--- src/rtl/hilo_muldiv_pkg.sv ---
// Shared types for the HI/LO multiply/divide controller: FSM states, counter width
// and the subset of instruction types this block decodes.
package hilo_muldiv_pkg;

    typedef enum logic [2:0] {
        IDLE,
        MUL,
        DIV,
        FIX,
        DONE
    } muldiv_state_t;

    localparam int MULDIV_CNT_W = 6;

    typedef enum logic [6:0] {
        OP_NOP   = 7'd0,
        OP_ADD   = 7'd1,
        OP_MULT  = 7'd20,
        OP_MULTU = 7'd21,
        OP_DIV   = 7'd22,
        OP_DIVU  = 7'd23,
        OP_MFHI  = 7'd24,
        OP_MFLO  = 7'd25,
        OP_MTHI  = 7'd26,
        OP_MTLO  = 7'd27
    } instr_type_t;

    function automatic logic is_mul_op(input logic [6:0] op);
        return (op == OP_MULT) || (op == OP_MULTU);
    endfunction

    function automatic logic is_div_op(input logic [6:0] op);
        return (op == OP_DIV) || (op == OP_DIVU);
    endfunction

endpackage

--- src/rtl/hilo_muldiv_ctrl_div.sv ---
// Iterative restoring divider on unsigned 32-bit magnitudes, one quotient bit per step.
// Sign handling and sequencing live in the controller.
module div_radix2_core
    import hilo_muldiv_pkg::*;
#(
    parameter int ITER = 32
) (
    input  logic        clk,
    input  logic        rst,
    input  logic        start,
    input  logic        step,
    input  logic [31:0] dividend,
    input  logic [31:0] divisor,
    output logic [31:0] quotient,
    output logic [31:0] remainder,
    output logic        done
);

    logic [31:0]             quo_q, quo_d;
    logic [31:0]             rem_q, rem_d;
    logic [31:0]             dvs_q, dvs_d;
    logic [MULDIV_CNT_W-1:0] iter_q, iter_d;
    logic [32:0]             rem_sh;
    logic [32:0]             diff;

    assign done      = (iter_q == MULDIV_CNT_W'(ITER));
    assign quotient  = quo_q;
    assign remainder = rem_q;

    // Bit 32 of the trial difference is the borrow: set means restore.
    always_comb begin
        quo_d  = quo_q;
        rem_d  = rem_q;
        dvs_d  = dvs_q;
        iter_d = iter_q;
        rem_sh = {rem_q, quo_q[31]};
        diff   = rem_sh - {1'b0, dvs_q};
        if (start) begin
            quo_d  = dividend;
            rem_d  = '0;
            dvs_d  = divisor;
            iter_d = '0;
        end else if (step && !done) begin
            if (!diff[32]) begin
                rem_d = diff[31:0];
                quo_d = {quo_q[30:0], 1'b1};
            end else begin
                rem_d = rem_sh[31:0];
                quo_d = {quo_q[30:0], 1'b0};
            end
            iter_d = iter_q + 1'b1;
        end
    end

    always_ff @(posedge clk or negedge rst) begin
        if (!rst) begin
            quo_q  <= '0;
            rem_q  <= '0;
            dvs_q  <= '0;
            iter_q <= '0;
        end else begin
            quo_q  <= quo_d;
            rem_q  <= rem_d;
            dvs_q  <= dvs_d;
            iter_q <= iter_d;
        end
    end

endmodule

--- src/rtl/hilo_muldiv_ctrl.sv ---
// EXE-stage HI/LO owner: sequences MULT/MULTU/DIV/DIVU/MTHI/MTLO, stalls the pipe
// while multi-cycle ops run and commits HI/LO only on an unflushed completion.
module hilo_muldiv_ctrl
    import hilo_muldiv_pkg::*;
#(
    parameter int MUL_LAT  = 2,
    parameter int DIV_ITER = 32
) (
    input  logic        clk,
    input  logic        rst,
    input  logic [6:0]  EXE_Op,
    input  logic        EXE_Valid,
    input  logic [31:0] EXE_rs,
    input  logic [31:0] EXE_rt,
    input  logic        EXE_Flush,
    output logic        EXE_Stall,
    output logic [31:0] HI,
    output logic [31:0] LO,
    output logic        Busy
);

    muldiv_state_t           state_q, state_d;
    logic [MULDIV_CNT_W-1:0] cnt_q, cnt_d;
    logic [31:0]             hi_q, hi_d, lo_q, lo_d;
    logic [63:0]             mul_a_q, mul_a_d, mul_b_q, mul_b_d;
    logic [63:0]             prod_q [MUL_LAT];
    logic [63:0]             prod_d [MUL_LAT];
    logic [31:0]             mag_a_q, mag_a_d, mag_b_q, mag_b_d;
    logic                    neg_a_q, neg_a_d, neg_b_q, neg_b_d;
    logic                    div0_q, div0_d;
    logic                    is_mul_q, is_mul_d;
    logic                    div_started_q, div_started_d;
    logic [63:0]             res_q, res_d;

    logic        accept, op_mul, op_div, op_signed;
    logic        core_start, core_step, core_done;
    logic [31:0] core_quo, core_rem, quo_fix, rem_fix;

    assign op_mul    = is_mul_op(EXE_Op);
    assign op_div    = is_div_op(EXE_Op);
    assign op_signed = (EXE_Op == OP_MULT) || (EXE_Op == OP_DIV);
    assign accept    = (state_q == IDLE) && EXE_Valid && !EXE_Flush;

    assign EXE_Stall = rst && ((accept && (op_mul || op_div)) ||
                               (state_q == MUL) || (state_q == DIV) || (state_q == FIX));
    assign Busy      = (state_q != IDLE);
    assign HI        = hi_q;
    assign LO        = lo_q;

    // The first DIV cycle loads the core; the counted iterations follow.
    assign core_start = (state_q == DIV) && !div_started_q;
    assign core_step  = (state_q == DIV) && div_started_q;

    div_radix2_core #(.ITER(DIV_ITER)) u_div (
        .clk       (clk),
        .rst       (rst),
        .start     (core_start),
        .step      (core_step),
        .dividend  (mag_a_q),
        .divisor   (mag_b_q),
        .quotient  (core_quo),
        .remainder (core_rem),
        .done      (core_done)
    );

    // neg_b is only ever set for signed divides, so DIVU passes through untouched.
    assign quo_fix = (neg_a_q ^ neg_b_q) ? (~core_quo + 32'd1) : core_quo;
    assign rem_fix = neg_a_q ? (~core_rem + 32'd1) : core_rem;

    always_comb begin
        prod_d[0] = mul_a_q * mul_b_q;
        for (int i = 1; i < MUL_LAT; i++) begin
            prod_d[i] = prod_q[i-1];
        end
    end

    always_comb begin
        state_d       = state_q;
        cnt_d         = cnt_q;
        hi_d          = hi_q;
        lo_d          = lo_q;
        mul_a_d       = mul_a_q;
        mul_b_d       = mul_b_q;
        mag_a_d       = mag_a_q;
        mag_b_d       = mag_b_q;
        neg_a_d       = neg_a_q;
        neg_b_d       = neg_b_q;
        div0_d        = div0_q;
        is_mul_d      = is_mul_q;
        div_started_d = div_started_q;
        res_d         = res_q;

        if (EXE_Flush) begin
            state_d = IDLE;
        end else begin
            case (state_q)
                IDLE: begin
                    if (accept) begin
                        if (op_mul) begin
                            mul_a_d  = op_signed ? {{32{EXE_rs[31]}}, EXE_rs} : {32'd0, EXE_rs};
                            mul_b_d  = op_signed ? {{32{EXE_rt[31]}}, EXE_rt} : {32'd0, EXE_rt};
                            is_mul_d = 1'b1;
                            cnt_d    = MULDIV_CNT_W'(MUL_LAT - 1);
                            state_d  = MUL;
                        end else if (op_div) begin
                            neg_a_d       = op_signed && EXE_rs[31];
                            neg_b_d       = op_signed && EXE_rt[31];
                            mag_a_d       = neg_a_d ? (~EXE_rs + 32'd1) : EXE_rs;
                            mag_b_d       = neg_b_d ? (~EXE_rt + 32'd1) : EXE_rt;
                            div0_d        = (EXE_rt == 32'd0);
                            res_d         = {EXE_rs, 32'hFFFF_FFFF};
                            is_mul_d      = 1'b0;
                            div_started_d = 1'b0;
                            cnt_d         = MULDIV_CNT_W'(DIV_ITER - 1);
                            state_d       = DIV;
                        end else if (EXE_Op == OP_MTHI) begin
                            hi_d = EXE_rs;
                        end else if (EXE_Op == OP_MTLO) begin
                            lo_d = EXE_rs;
                        end
                    end
                end
                MUL: begin
                    if (cnt_q == '0) state_d = DONE;
                    else             cnt_d   = cnt_q - 1'b1;
                end
                DIV: begin
                    if (!div_started_q) begin
                        div_started_d = 1'b1;
                    end else if (cnt_q == '0) begin
                        state_d = div0_q ? DONE : FIX;
                    end else begin
                        cnt_d = cnt_q - 1'b1;
                    end
                end
                FIX: begin
                    if (core_done) res_d = {rem_fix, quo_fix};
                    state_d = DONE;
                end
                DONE: begin
                    {hi_d, lo_d} = is_mul_q ? prod_q[MUL_LAT-1] : res_q;
                    state_d      = IDLE;
                end
                default: state_d = IDLE;
            endcase
        end
    end

    always_ff @(posedge clk or negedge rst) begin
        if (!rst) begin
            state_q       <= IDLE;
            cnt_q         <= '0;
            hi_q          <= '0;
            lo_q          <= '0;
            mul_a_q       <= '0;
            mul_b_q       <= '0;
            mag_a_q       <= '0;
            mag_b_q       <= '0;
            neg_a_q       <= 1'b0;
            neg_b_q       <= 1'b0;
            div0_q        <= 1'b0;
            is_mul_q      <= 1'b0;
            div_started_q <= 1'b0;
            res_q         <= '0;
            for (int i = 0; i < MUL_LAT; i++) prod_q[i] <= '0;
        end else begin
            state_q       <= state_d;
            cnt_q         <= cnt_d;
            hi_q          <= hi_d;
            lo_q          <= lo_d;
            mul_a_q       <= mul_a_d;
            mul_b_q       <= mul_b_d;
            mag_a_q       <= mag_a_d;
            mag_b_q       <= mag_b_d;
            neg_a_q       <= neg_a_d;
            neg_b_q       <= neg_b_d;
            div0_q        <= div0_d;
            is_mul_q      <= is_mul_d;
            div_started_q <= div_started_d;
            res_q         <= res_d;
            for (int i = 0; i < MUL_LAT; i++) prod_q[i] <= prod_d[i];
        end
    end

endmodule

--- config.mk ---
export PLATFORM = sky130hd
export DESIGN_NAME = hilo_muldiv_ctrl
export DESIGN_NICKNAME = d
export VERILOG_FILES = /design/src/rtl/hilo_muldiv_pkg.sv /design/src/rtl/hilo_muldiv_ctrl_div.sv /design/src/rtl/hilo_muldiv_ctrl.sv
export SDC_FILE = /design/constraint.sdc
export NUM_CORES = 2
export LEC_CHECK = 0
export BUFFER_PORTS_ARGS = -buffer_cell sky130_fd_sc_hd__buf_2
export CELL_PAD_IN_SITES_DETAIL_PLACEMENT = 1
export CELL_PAD_IN_SITES_GLOBAL_PLACEMENT = 1
export CORE_UTILIZATION = 30
export DETAILED_ROUTE_END_ITERATION = 10
export GPL_ROUTABILITY_DRIVEN = 1
export PLACE_DENSITY_LB_ADDON = 0.1
export SLEW_MARGIN = 5
export SYNTH_ARGS = -nofsm -noshare
export SYNTH_HDL_FRONTEND = slang
export SYNTH_HIERARCHICAL = 1
export SYNTH_SLANG_ARGS = --single-unit
--- constraint.sdc ---
create_clock -name clk -period 9.6 [get_ports clk]
set_clock_uncertainty 0.2 [all_clocks]
set_input_delay 0.96 -clock clk [delete_from_list [all_inputs] [get_ports clk]]
set_output_delay 0.96 -clock clk [all_outputs]
set_load 0.05 [all_outputs]
==> results.ini <==
[synthesis]
synth_edf_count = 0
yosys_warnings = 6
synthTopCellsByCount = inv_1 (1,598), fa_1 (1,435), nand2_1 (813)
synth_ff_type = dfrtp_1
yosysSeqAreaShare = 0.175
syn_area_um2 = 71700
synth_nets = 9215
syn_inst = 7365
synth_area_leaders = fa_1 (40%), dfrtp_1 (18%), inv_1 (8.4%)
synth_most_common_cell = inv_1
yosysTopAreaCellShare = 0.401
synth.largest_area_cell = fa_1
ys_types = 92
avgSynthCellArea_um2 = 9.73
ys_ff_latch = 502
ys_async_sr_fraction = 1.00

[global_routing]
busiest_layer = met2
grt_use_met1 = 0.318
use_met2 = 0.367
antenna_found_initial = 30
first_global_vias = 57883
grt_use_met3 = 0.0250
overflow = 0
grt_max_degree = 169
track_usage = 0.224
grt_pass1_wl_mm = 397

[worst_setup_path]
path_class = flip-flop to flip-flop
required_ns = 9.98
startpoint_type = flip-flop
crit_fanout = 24
r2r_setup_slack_ns = 0.35
arrival_ns = 9.63
crit_family = adder cells
worst-path-buf-inv = 9
r2r-start = mul_b_q[2]
max_stage_delay_ns = 0.63
r2r-end = prod_d[61]
rr_worst_depth = 29
crit_slowest_cell = fa_2
end_kind = flip-flop
path_common_cell = fa_1

[floorplanning]
die-area_um2 = 241000
die_x_um = 491
rows = 179
core_um2 = 238000
initial_core_util = 0.302
io_pins = 141
die_h_um = 491

[worst_hold_path]
hp-start = prod_d[7]
whs_path_depth = 0
hold_end = prod_q[7]
worstHoldPathType = flip-flop to flip-flop

[job]
max-cap-violations = 0

[route]
drtIter0Drc = 2471
drtAntennaViolNets = 0
drc = 0
first_pass_iters = 5
dr_total_vias = 50395
post_drt_wl_per_cell_um = 24.9
via_per_inst = 4.74
wirelength_mm = 265

[layout]
num-nets-final = 9259
layout-drive-gt1-share = 0.0779
area_growth_pct = 10.8

[timing]
hold_viol = 0
max_slew_margin = 0.190
setup_viol = 0
max_freq_mhz = 108
worstMarginPinSlew_ns = 1.21
period_share = 0.964
slew_viol_final = 0
post-route-min-period_ns = 9.25
setup-tns-final_ns = 0
rsz0062_at_grt = false

[clock_network]
clock_latency_ns = 0.72
cts_tree = yes
clock_path_buffers = 3
cts.sinks = 502
cts_buffers = 69
clkTransAtPathRegs_ns = 0.06
htreeDepth = 3
cts_root_buf = clkbuf_16

[status]
status = completed

[place]
gp_congestion = 0.869
io_buffers = 140
dpl.hpwl_mm = 220

[pwr]
power.density_nw_per_um2 = 137
power.leakage_nw = 40.0
irDropWorstVdd_mv = 0.198
power.total_w = 0.0109

==> cell families after synthesis <==
logic type / count (synthesis) / share of synthesized area
AO/OA/AOI/OAI: 821 / 0.0735
XOR/XNOR: 259 / 0.0319
adder cells (fa/ha/maj): 1775 / 0.460
buffers and inverters: 1968 / 0.105
flip-flops: 502 / 0.175
multiplexers: 185 / 0.0269
AND/OR/NAND/NOR: 1855 / 0.127
==> state kept, by name, summed over array words and instances (netlist names) <==
register / cells
prod_q: 64
mul_b_q: 33
div_started_q: 1
u_div/dvs_q: 32
res_q: 64
mul_a_q: 33
div0_q: 1
neg_b_q: 1
u_div/remainder: 32
is_mul_q: 1
HI: 32
LO: 32
cnt_q: 6
mag_a_q: 32
u_div/iter_q: 6
state_q: 3
prod_d: 64
u_div/quotient: 32
neg_a_q: 1
mag_b_q: 32
==> through the flow <==
stage,hold WS [ns],cells,util,cell area [um^2],setup WS [ns]
floorplan,0.131,7365,-,71700,1.06
global placement,0.132,10500,0.324,77000,0.198
detailed placement,0.136,10500,0.324,77000,0.168
CTS,0.115,10623,0.334,79300,0.0956
global route,0.133,10628,0.334,79400,0.0149
finish,0.124,10640,0.334,79500,0.348
==> where the power goes <==
part / total (W) / internal, W / leakage [nW] / switching, W
registers: 0.00313 / 0.00257 / 6.76 / 0.000567
logic: 0.00502 / 0.00187 / 32.1 / 0.00315
clock network: 0.00272 / 0.00155 / 1.15 / 0.00117
==> placed cells by master, fill, tap and decap left out, types with 15 or more instances in the layout <==
master / synthesis / routed
a21o_1: 109 / 109
o22ai_1: 23 / 23
a211oi_1: 102 / 101
a21oi_1: 151 / 151
o211ai_1: 15 / 15
or3_1: 16 / 16
inv_1: 1598 / 1597
nor2_1: 209 / 208
clkbuf_16: 0 / 69
buf_4: 2 / 154
o31ai_1: 30 / 30
a31oi_1: 36 / 36
mux2_2: 61 / 61
mux2i_1: 124 / 124
and2_1: 590 / 589
buf_12: 0 / 45
nand3_1: 40 / 39
nor4_1: 19 / 18
clkbuf_8: 2 / 15
xor2_1: 92 / 92
o21bai_1: 20 / 19
and3_1: 19 / 19
fa_1: 1435 / 1432
nand2_1: 813 / 811
dfrtp_1: 502 / 497
nor3_1: 44 / 43
buf_2: 20 / 139
ha_1: 340 / 340
o21ai_0: 241 / 241
xnor2_1: 166 / 164
nand4_1: 20 / 20
==> how the worst max path moves through the flow <==
stage | cells after the start | from | endpoint | slack [ns]
floorplan | 26 | mul_a_q[62] | prod_d[60] | 1.06
global placement | 29 | mul_a_q[28] | prod_d[57] | 0.20
detailed placement | 29 | mul_a_q[28] | prod_d[57] | 0.17
CTS | 29 | mul_a_q[28] | prod_d[57] | 0.1
global route | 29 | mul_b_q[2] | prod_d[61] | 0.01
finish | 29 | mul_b_q[2] | prod_d[61] | 0.35
==> routing by layer <==
metal,vias up,wire [um]
li1,22365,-
met1,26999,125000
met2,827,123000
met3,202,11000
met4,2,5850
met5,-,13
==> layout make-up <==
cell class              instances  area [um^2]
repair buffers                343         2810
flip-flops and latches        502        12600
well taps                    3167         3960
clock buffers                  95         1970
multi-input cells            4895        51700
diodes                         13         32.5
inverters                    1598         6000
fillers                     26964       158000
clock inverters                27          370
==> what timing repair did <==
item | 4_1_cts | 5_1_grt
setup endpoints to repair | 0 | 10
setup buffers | 0 | 4
gates resized for setup | 0 | 19
hold buffers | 1 | 0
hold endpoints to repair | 28 | 0
(Power assumes the default switching activity.)
